## src/rtl/dmem_arb_pkg.sv

```systemverilog
`default_nettype none
// ============================================================================
// Module      : dmem_arb_pkg
// Description : Shared types and constants for the byte-serialising data
//               memory arbiter (FSM states, port indices, byte-lane helper).
// Revision    : 1.0 - initial release
// ============================================================================
package dmem_arb_pkg;

    // Word transaction phases: wait for a request, issue four byte accesses,
    // collect the final read byte, then pulse completion.
    typedef enum logic [1:0] {
        IDLE = 2'd0,
        XFER = 2'd1,
        TAIL = 2'd2,
        RESP = 2'd3
    } state_t;

    localparam int BYTES_PER_WORD = 4;
    localparam int PORT_CPU       = 0;
    localparam int PORT_DBG       = 1;

    // Byte counter value of the final byte issue of a word.
    localparam logic [1:0] LAST_BYTE = 2'(BYTES_PER_WORD - 1);

    // Extract byte lane 'lane' (lane 3 = bits 31:24) from a word.
    function automatic logic [7:0] word_lane(input logic [31:0] word,
                                             input logic [1:0]  lane);
        return word[{lane, 3'b000} +: 8];
    endfunction

endpackage
`default_nettype wire

```

## src/rtl/rr_arbiter2.sv

```systemverilog
`default_nettype none
// ============================================================================
// Module      : rr_arbiter2
// Description : Two-requester round-robin arbiter. Grant is combinational
//               from req; the priority pointer moves away from the winner
//               whenever 'advance' is asserted.
// Revision    : 1.0 - initial release
// ============================================================================
module rr_arbiter2
    import dmem_arb_pkg::*;
(
    input  logic       clk,
    input  logic       rst_n,
    input  logic [1:0] req,
    input  logic       advance,
    output logic [1:0] grant
);

    // 0: port 0 wins a tie, 1: port 1 wins a tie.
    logic r_prio;

    // One-hot grant: a lone requester always wins, a tie goes to the pointer.
    always_comb begin
        grant = 2'b00;
        case (req)
            2'b01:   grant[PORT_CPU] = 1'b1;
            2'b10:   grant[PORT_DBG] = 1'b1;
            2'b11:   grant = r_prio ? 2'b10 : 2'b01;
            default: grant = 2'b00;
        endcase
    end

    // Pointer favours whichever port did not just win.
    always_ff @(posedge clk) begin
        if (!rst_n) begin
            r_prio <= 1'b0;
        end else if (advance) begin
            r_prio <= grant[PORT_CPU];
        end
    end

endmodule
`default_nettype wire

```

## src/rtl/dmem_arbiter.sv

```systemverilog
`default_nettype none
// ============================================================================
// Module      : dmem_arbiter
// Description : Shares a byte-wide synchronous data memory between the CPU
//               data port (0) and the loader/debug port (1). Each 32-bit
//               word access is serialised into four big-endian byte accesses
//               (byte at addr = bits 31:24), one word in flight at a time.
// Revision    : 1.0 - initial release
// ============================================================================
module dmem_arbiter
    import dmem_arb_pkg::*;
#(
    parameter int ADDR_W = 5
) (
    input  logic              clk,
    input  logic              rst_n,
    input  logic [1:0]        req_valid,
    input  logic [1:0]        req_we,
    input  logic [ADDR_W-1:0] req_addr0,
    input  logic [ADDR_W-1:0] req_addr1,
    input  logic [31:0]       req_wdata0,
    input  logic [31:0]       req_wdata1,
    output logic [1:0]        req_ready,
    output logic [1:0]        rsp_done,
    output logic [31:0]       rsp_rdata,
    output logic              mem_en,
    output logic              mem_we,
    output logic [ADDR_W-1:0] mem_addr,
    output logic [7:0]        mem_wdata,
    input  logic [7:0]        mem_rdata
);

    state_t            r_state;
    state_t            w_state_next;
    logic [1:0]        r_cnt;
    logic              r_we;
    logic [ADDR_W-1:0] r_addr;
    logic [31:0]       r_wdata;
    logic              r_owner;
    logic [31:0]       r_rbuf;
    logic [31:0]       r_rdata;

    logic [1:0]        w_req;
    logic [1:0]        w_grant;
    logic              w_accept;
    logic [1:0]        w_rd_lane;

    // Requests are only offered to the arbiter while idle and out of reset.
    assign w_req    = (r_state == IDLE && rst_n) ? req_valid : 2'b00;
    assign w_accept = |w_grant;

    // The byte returned now was issued one count earlier.
    assign w_rd_lane = 2'd3 - (r_cnt - 2'd1);

    assign rsp_rdata = r_rdata;

    rr_arbiter2 u_rr_arbiter2 (
        .clk     (clk),
        .rst_n   (rst_n),
        .req     (w_req),
        .advance (w_accept),
        .grant   (w_grant)
    );

    // State register.
    always_ff @(posedge clk) begin
        if (!rst_n) begin
            r_state <= IDLE;
        end else begin
            r_state <= w_state_next;
        end
    end

    // Next state and all handshake / memory strobes. Outputs are forced low
    // while reset is asserted so an aborted word issues no further bytes.
    always_comb begin
        w_state_next = r_state;
        req_ready    = 2'b00;
        rsp_done     = 2'b00;
        mem_en       = 1'b0;
        mem_we       = 1'b0;
        mem_addr     = '0;
        mem_wdata    = 8'h00;
        case (r_state)
            IDLE: begin
                req_ready = w_grant;
                if (w_accept) begin
                    w_state_next = XFER;
                end
            end
            XFER: begin
                mem_en    = 1'b1;
                mem_we    = r_we;
                mem_addr  = r_addr + ADDR_W'(r_cnt);
                mem_wdata = word_lane(r_wdata, 2'd3 - r_cnt);
                if (r_cnt == LAST_BYTE) begin
                    w_state_next = TAIL;
                end
            end
            TAIL: begin
                w_state_next = RESP;
            end
            RESP: begin
                rsp_done     = r_owner ? 2'b10 : 2'b01;
                w_state_next = IDLE;
            end
            default: begin
                w_state_next = IDLE;
            end
        endcase
        if (!rst_n) begin
            w_state_next = IDLE;
            req_ready    = 2'b00;
            rsp_done     = 2'b00;
            mem_en       = 1'b0;
            mem_we       = 1'b0;
            mem_addr     = '0;
            mem_wdata    = 8'h00;
        end
    end

    // Request capture, byte counter and read-data assembly.
    always_ff @(posedge clk) begin
        if (!rst_n) begin
            r_cnt   <= 2'd0;
            r_we    <= 1'b0;
            r_addr  <= '0;
            r_wdata <= 32'h0;
            r_owner <= 1'b0;
            r_rbuf  <= 32'h0;
            r_rdata <= 32'h0;
        end else begin
            case (r_state)
                IDLE: begin
                    if (w_accept) begin
                        r_cnt   <= 2'd0;
                        r_owner <= w_grant[PORT_DBG];
                        r_we    <= req_we[w_grant[PORT_DBG]];
                        r_addr  <= w_grant[PORT_DBG] ? req_addr1  : req_addr0;
                        r_wdata <= w_grant[PORT_DBG] ? req_wdata1 : req_wdata0;
                    end
                end
                XFER: begin
                    r_cnt <= r_cnt + 2'd1;
                    if (!r_we && r_cnt != 2'd0) begin
                        r_rbuf[{w_rd_lane, 3'b000} +: 8] <= mem_rdata;
                    end
                end
                TAIL: begin
                    // Publish the finished word so it is valid with done.
                    if (!r_we) begin
                        r_rdata <= {r_rbuf[31:8], mem_rdata};
                    end
                end
                default: begin
                end
            endcase
        end
    end

endmodule
`default_nettype wire

```

## config.mk

```make
export PLATFORM = sky130hd
export DESIGN_NAME = dmem_arbiter
export DESIGN_NICKNAME = d
export VERILOG_FILES = /design/src/rtl/dmem_arb_pkg.sv /design/src/rtl/rr_arbiter2.sv /design/src/rtl/dmem_arbiter.sv
export SDC_FILE = /design/constraint.sdc
export NUM_CORES = 1
export LEC_CHECK = 0
export BUFFER_PORTS_ARGS = -buffer_cell sky130_fd_sc_hd__buf_4
export CORE_MARGIN = 3
export CORE_UTILIZATION = 35
export DETAILED_ROUTE_END_ITERATION = 10
export PLACE_DENSITY_LB_ADDON = 0.08
export REMOVE_ABC_BUFFERS = 1
export SYNTH_ARGS = -nofsm -noshare
export SYNTH_HDL_FRONTEND = slang
export SYNTH_HIERARCHICAL = 1
export SYNTH_SLANG_ARGS = --single-unit
```

## constraint.sdc

```tcl
create_clock -name clk -period 2.6 [get_ports clk]
set_clock_uncertainty 0.05 [all_clocks]
set_input_delay 0.52 -clock clk [delete_from_list [all_inputs] [get_ports clk]]
set_output_delay 0.52 -clock clk [all_outputs]
set_load 0.05 [all_outputs]
```

### After elaboration in Yosys (flattened, before gate mapping)

Index checks and enable logic that the tools add are counted.

| operators by class | value |
|---|---|
| bitwise operators | 1 |
| multiplexer cells | 27 |
| order comparisons | 1 |
| reduce and logical (&&, ||, !) cells | 12 |
| add/sub/neg operators | 6 |
| equality and inequality tests | 9 |
| shift-type cells | 3 |

Operator list:

| cell | number |
|---|---|
| bitwise mux 32 bit | 1 |
| 2-to-1 mux 32 bit | 1 |
| variable shift 8 x 7 -> 32 bit (first input constant) | 1 |
| variable part select 32 x 6 -> 8 bit | 1 |
| variable part select 8 x 7 -> 32 bit | 1 |
| 2-to-1 mux 2 bit | 10 |
| 2-to-1 mux 8 bit | 2 |
| 2-to-1 mux 5 bit | 3 |
| equality test 2 bit (second input constant) | 5 |
| AND reduction 2 bit | 5 |
| case mux 2 bit (4 select lines) | 1 |
| negation 5 -> 7 bit | 1 |
| 2-to-1 mux 1 bit | 6 |
| adder 5 x 2 -> 5 bit | 1 |
| equality test 2 x 1 -> 1 bit (second input constant) | 2 |
| case mux 1 bit (2 select lines) | 2 |
| case mux 2 bit (2 select lines) | 1 |
| nonzero test 2 bit | 2 |
| subtractor 2 bit (first input constant) | 2 |
| adder 2 x 1 -> 2 bit (second input constant) | 1 |
| logical AND 1 bit | 2 |
| zero test 2 bit | 1 |
| less-than comparator 1 x 2 -> 1 bit (second input constant) | 1 |
| inequality test 2 x 1 -> 1 bit (second input constant) | 1 |
| 5 further kinds | 5 |

| word-level totals | value |
|---|---|
| input bits | 88 |
| bits in registers | 108 |
| output and inout bits | 51 |

### Longest topological paths before layout

| depth | value |
|---|---|
| word-level depth | 8 |
| mapped depth | 10 |
| gate-level depth less buffers | 7 |

### Cells and area by module

Netlist, hierarchy kept.

Modules (own cells, without submodules):

| module | instances | seq. area each (sq um) | cells each | area an instance (sq um) |
|---|---|---|---|---|
| dmem_arbiter | 1 | 1981.9 | 525 | 4902.2 |
| rr_arbiter2 | 1 | 20.0 | 6 | 60.1 |

### Least setup slack after synthesis

No wires, ideal clock.

| timing path | value |
|---|---|
| kind | flip-flop to output port |
| start | register r_cnt[1] |
| end | output port mem_addr[4] |
| data required time | 2.030 ns |
| slack | -0.269 ns |
| arrival time | 2.299 ns |
| stages on the path, launching flop included | 6 |
| path through | dfxtp_1 buf_2 inv_1 fa_1 or3_1 a21oi_1 |

| between the ends | value |
|---|---|
| cells in the longest elaborated chain, start to end | 3 |

Ends and longest elaborated chain:

| item | RTL line | text |
|---|---|---|
| from (decl) | dmem_arbiter.sv:35 | `logic [1:0] r_cnt;` |
| from (signal assigned) | dmem_arbiter.sv:144 | `r_cnt <= r_cnt + 2'd1;` |
| adder 5 x 2 -> 5 bit | dmem_arbiter.sv:94 | `mem_addr = r_addr + ADDR_W'(r_cnt);` |
| 2-to-1 mux 5 bit | dmem_arbiter.sv:84 | `case (r_state)` |
| 2-to-1 mux 5 bit | dmem_arbiter.sv:111 | `if (!rst_n) begin` |
| to (decl) | dmem_arbiter.sv:28 | `output logic [ADDR_W-1:0] mem_addr,` |

No other way between the ends.

### Final worst setup path

| timing path | value |
|---|---|
| start | register r_cnt[0] |
| end | output port mem_addr[4] |

Same word-level chain as after synthesis.

==> out/qor.yml <==
status:
  status: "complete, no violations"
global_routing:
  grt_antenna_before_repair: 0
  track_usage: 0.154
  vias_in_the_first_global_route: 4130
  grt_pass1_wl_um: 20000
  maximum_number_of_pins_on_one_net_before_global_route_repair: 77
  globalRoute.totalOverflow: 0
routing:
  drt_iter0_drc: 130
  detailedRoute.firstPassIterationCount: 4
  drcViolationCount: 0
  vias_per_cell: 4.89
  wl_um: 11900
  via_count: 4042
  drt-wirelength-per-cell_um: 14.4
  antenna_left: 0
timing:
  final_period_minus_worst_setup_slack_ns: 2.56
  tightest_slew_ns: 0.665
  hold_viol_final: 0
  rsz0062_at_grt: "true"
  max_clock_freq_mhz: 391
  post-route-worst-setup-slack_ns: 0.0394
  min_period_over_period: 0.985
  setup_violations: 0
  timing.final.max_slew_violations: 0
  slew-limit-headroom: 0.556
logic_synthesis:
  synth-async-reset-ratio: 0
  syn_inst: 531
  post_synth_instance_area_um2: 4960
  synth_top_area_cell: "dfxtp_1"
  netlist_top_cells_count: "nand2_1, dfxtp_1, a21boi_1, mux2i_1, o211a_1"
  yosys-top-cells-area: "dfxtp_1, nand2_1, mux2i_1"
  yosys.cell_count.top_type: "nand2_1"
  synth_ff_type: "dfxtp_1"
  synth_area_per_cell_um2: 9.35
  ys_types: 37
  ys_seq_elements: 100
  ys_warn_count: 6
  share_of_synthesized_area_occupied_by_flip_flops_and_latches: 0.403
  netlist.area_leader.share: 0.403
  synth-edff-count: 0
power:
  vdd.ir_drop.worst_mv: 0.337
  clock_power_share: 0.287
  combinationalPowerShare: 0.327
  post_route_total_power_uw: 4970
  p_leak_uw: 0.00290
  power-per-cell-area_nw_per_um2: 772
  total_net_switching_power_uw: 1620
  internal-power_uw: 3350
  power.share.switching: 0.325
  sequential_fraction_of_design_power: 0.386
clock_network:
  cts.htree.levels: 3
  cts_sinks: 100
  quantity_of_hold_fixing_buffers_added_after_cts: 0
  number_of_clock_buffers_inserted_by_tritoncts: 9
  clock_latency_ns: 0.34
  clk_path_buf_depth: 2
  clkTransAtPathRegs_ns: 0.07
  tritoncts_clock_tree: "yes"
  root_buffer_master: "clkbuf_16"
  postCtsSetupBuffers: 0
final_layout:
  antenna_cells: 0
  multiInputGateArea_um2: 2710
  final_nets: 746
  syn_to_final_growth_pct: 29.7
  seqCellArea_um2: 2000
  post_route_cells_drive_above_1_share: 0.306
  fill_cells: 1338
place:
  port_buf_inserts: 138
  routabilityCongestion: 0.733
  dp_worst_setup_slack_ns: 0.314
  detailed_place_hpwl_um: 8530
die:
  initial_core_util: 0.366
  die_h_um: 125
  area_enclosed_by_the_die_boundary_um2: 15600
  floorplan.io_pins: 139
  num_rows: 42
  core-area_um2: 13600
  die_extent_in_x_um: 125
worst_hold_path:
  hp-class: "in -> reg"
worst_setup_path:
  crit_path_class: "reg -> out"
  critPathLaunchType: "flop"
  critical_path_peak_fanout: 3
  critPathCaptureType: "primary output"
  worst-endpoint-required_ns: 2.03
  cp_data_arrival_time_ns: 1.99
flow_run:
  drv.max_cap_violation_count: 0
layout make-up:
cell class	instances	area share
clock inverter	4	0.0115
multi-input combinational	374	0.420
sequential	100	0.311
tap	176	0.0342
inverter	10	0.00583
timing repair buffer	151	0.179
clock buffer	11	0.0377
sequential cells by signal (all words and copies together) (netlist names), 2 cells and up:
register,count
r_cnt,2
r_state,2
r_wdata,32
r_addr,5
rsp_rdata,32
r_rbuf,24
per-stage QoR:
stage	std cells	util	setup TNS [ns]	instance area (um^2)	hold slack, ns
final	826	0.475	0	6440	0.382
after global routing	826	0.475	-0.0412	6440	0.388
after CTS	826	0.472	0	6400	0.370
after detailed placement	811	0.448	0	6080	0.395
after global placement	811	0.448	0	6080	0.393
after floorplan	484	-	-183.77	4700	0.381
logic make-up after synthesis:
kind of cell | Yosys count | synth area share
simple gates | 205 | 0.201
compound gates | 108 | 0.184
flops | 100 | 0.403
buf+inv | 57 | 0.0610
mux | 48 | 0.117
fa+ha+maj | 12 | 0.0318
xor+xnor | 1 | 0.00177
what timing repair did:
item	CTS	global route
pin swaps	1	1
gates resized for setup	3	8
cloned	0	0
endpoints found under the setup margin	1	2
cell usage in the layout, fill, tap and decap left out, drive strengths merged, types with 2 or more instances in the layout:
master / count
or3: 2
buf: 151
o21ai: 3
nor2b: 17
a21oi: 4
nor2: 5
a21boi: 58
nand4: 8
and2b: 3
clkbuf: 11
ha: 11
mux4: 8
nand2: 135
and3: 7
clkinv: 2
nand4bb: 3
o211a: 38
mux2i: 40
and4bb: 3
o22ai: 2
inv: 10
dfxtp: 100
bufinv: 2
nand3: 18
per-layer routing:
layer,part of all wire,vias to the layer above,global-route usage
met2,0.48,106,0.254
met5,0,-,0
li1,-,2064,-
met4,0.028,0,0.0753
met1,0.44,1851,0.187
met3,0.057,21,0.0414
power groups by stage:
stage               registers (uW)  clock network (uW)  logic [uW]
floorplan                     1990                   0        1060
global placement              1940                   0        1600
detailed placement            1950                   0        1640
CTS                           1910                1480        1650
global route                  1950                1530        1810
finish                        1920                1430        1620
critical path, cell delays in order, from the launching register on:
cell,delay [ns]
dfxtp_2,0.34
ha_2,0.18
inv_1,0.05
fa_2,0.35
or3_4,0.39
a21oi_4,0.18
buf_8,0.16
final timing paths:
kind                              startpoint      endpoint  slack, ns  depth (start not counted)
worst max-delay path                r_cnt[0]   mem_addr[4]       0.04                          6
worst min-delay path            mem_rdata[7]  rsp_rdata[7]       0.38                          3
worst max register to register    r_state[0]     r_addr[1]       0.34                          8
worst min register to register    r_rbuf[12]    r_rbuf[12]       0.40                          2
(Power assumes the default switching activity.)
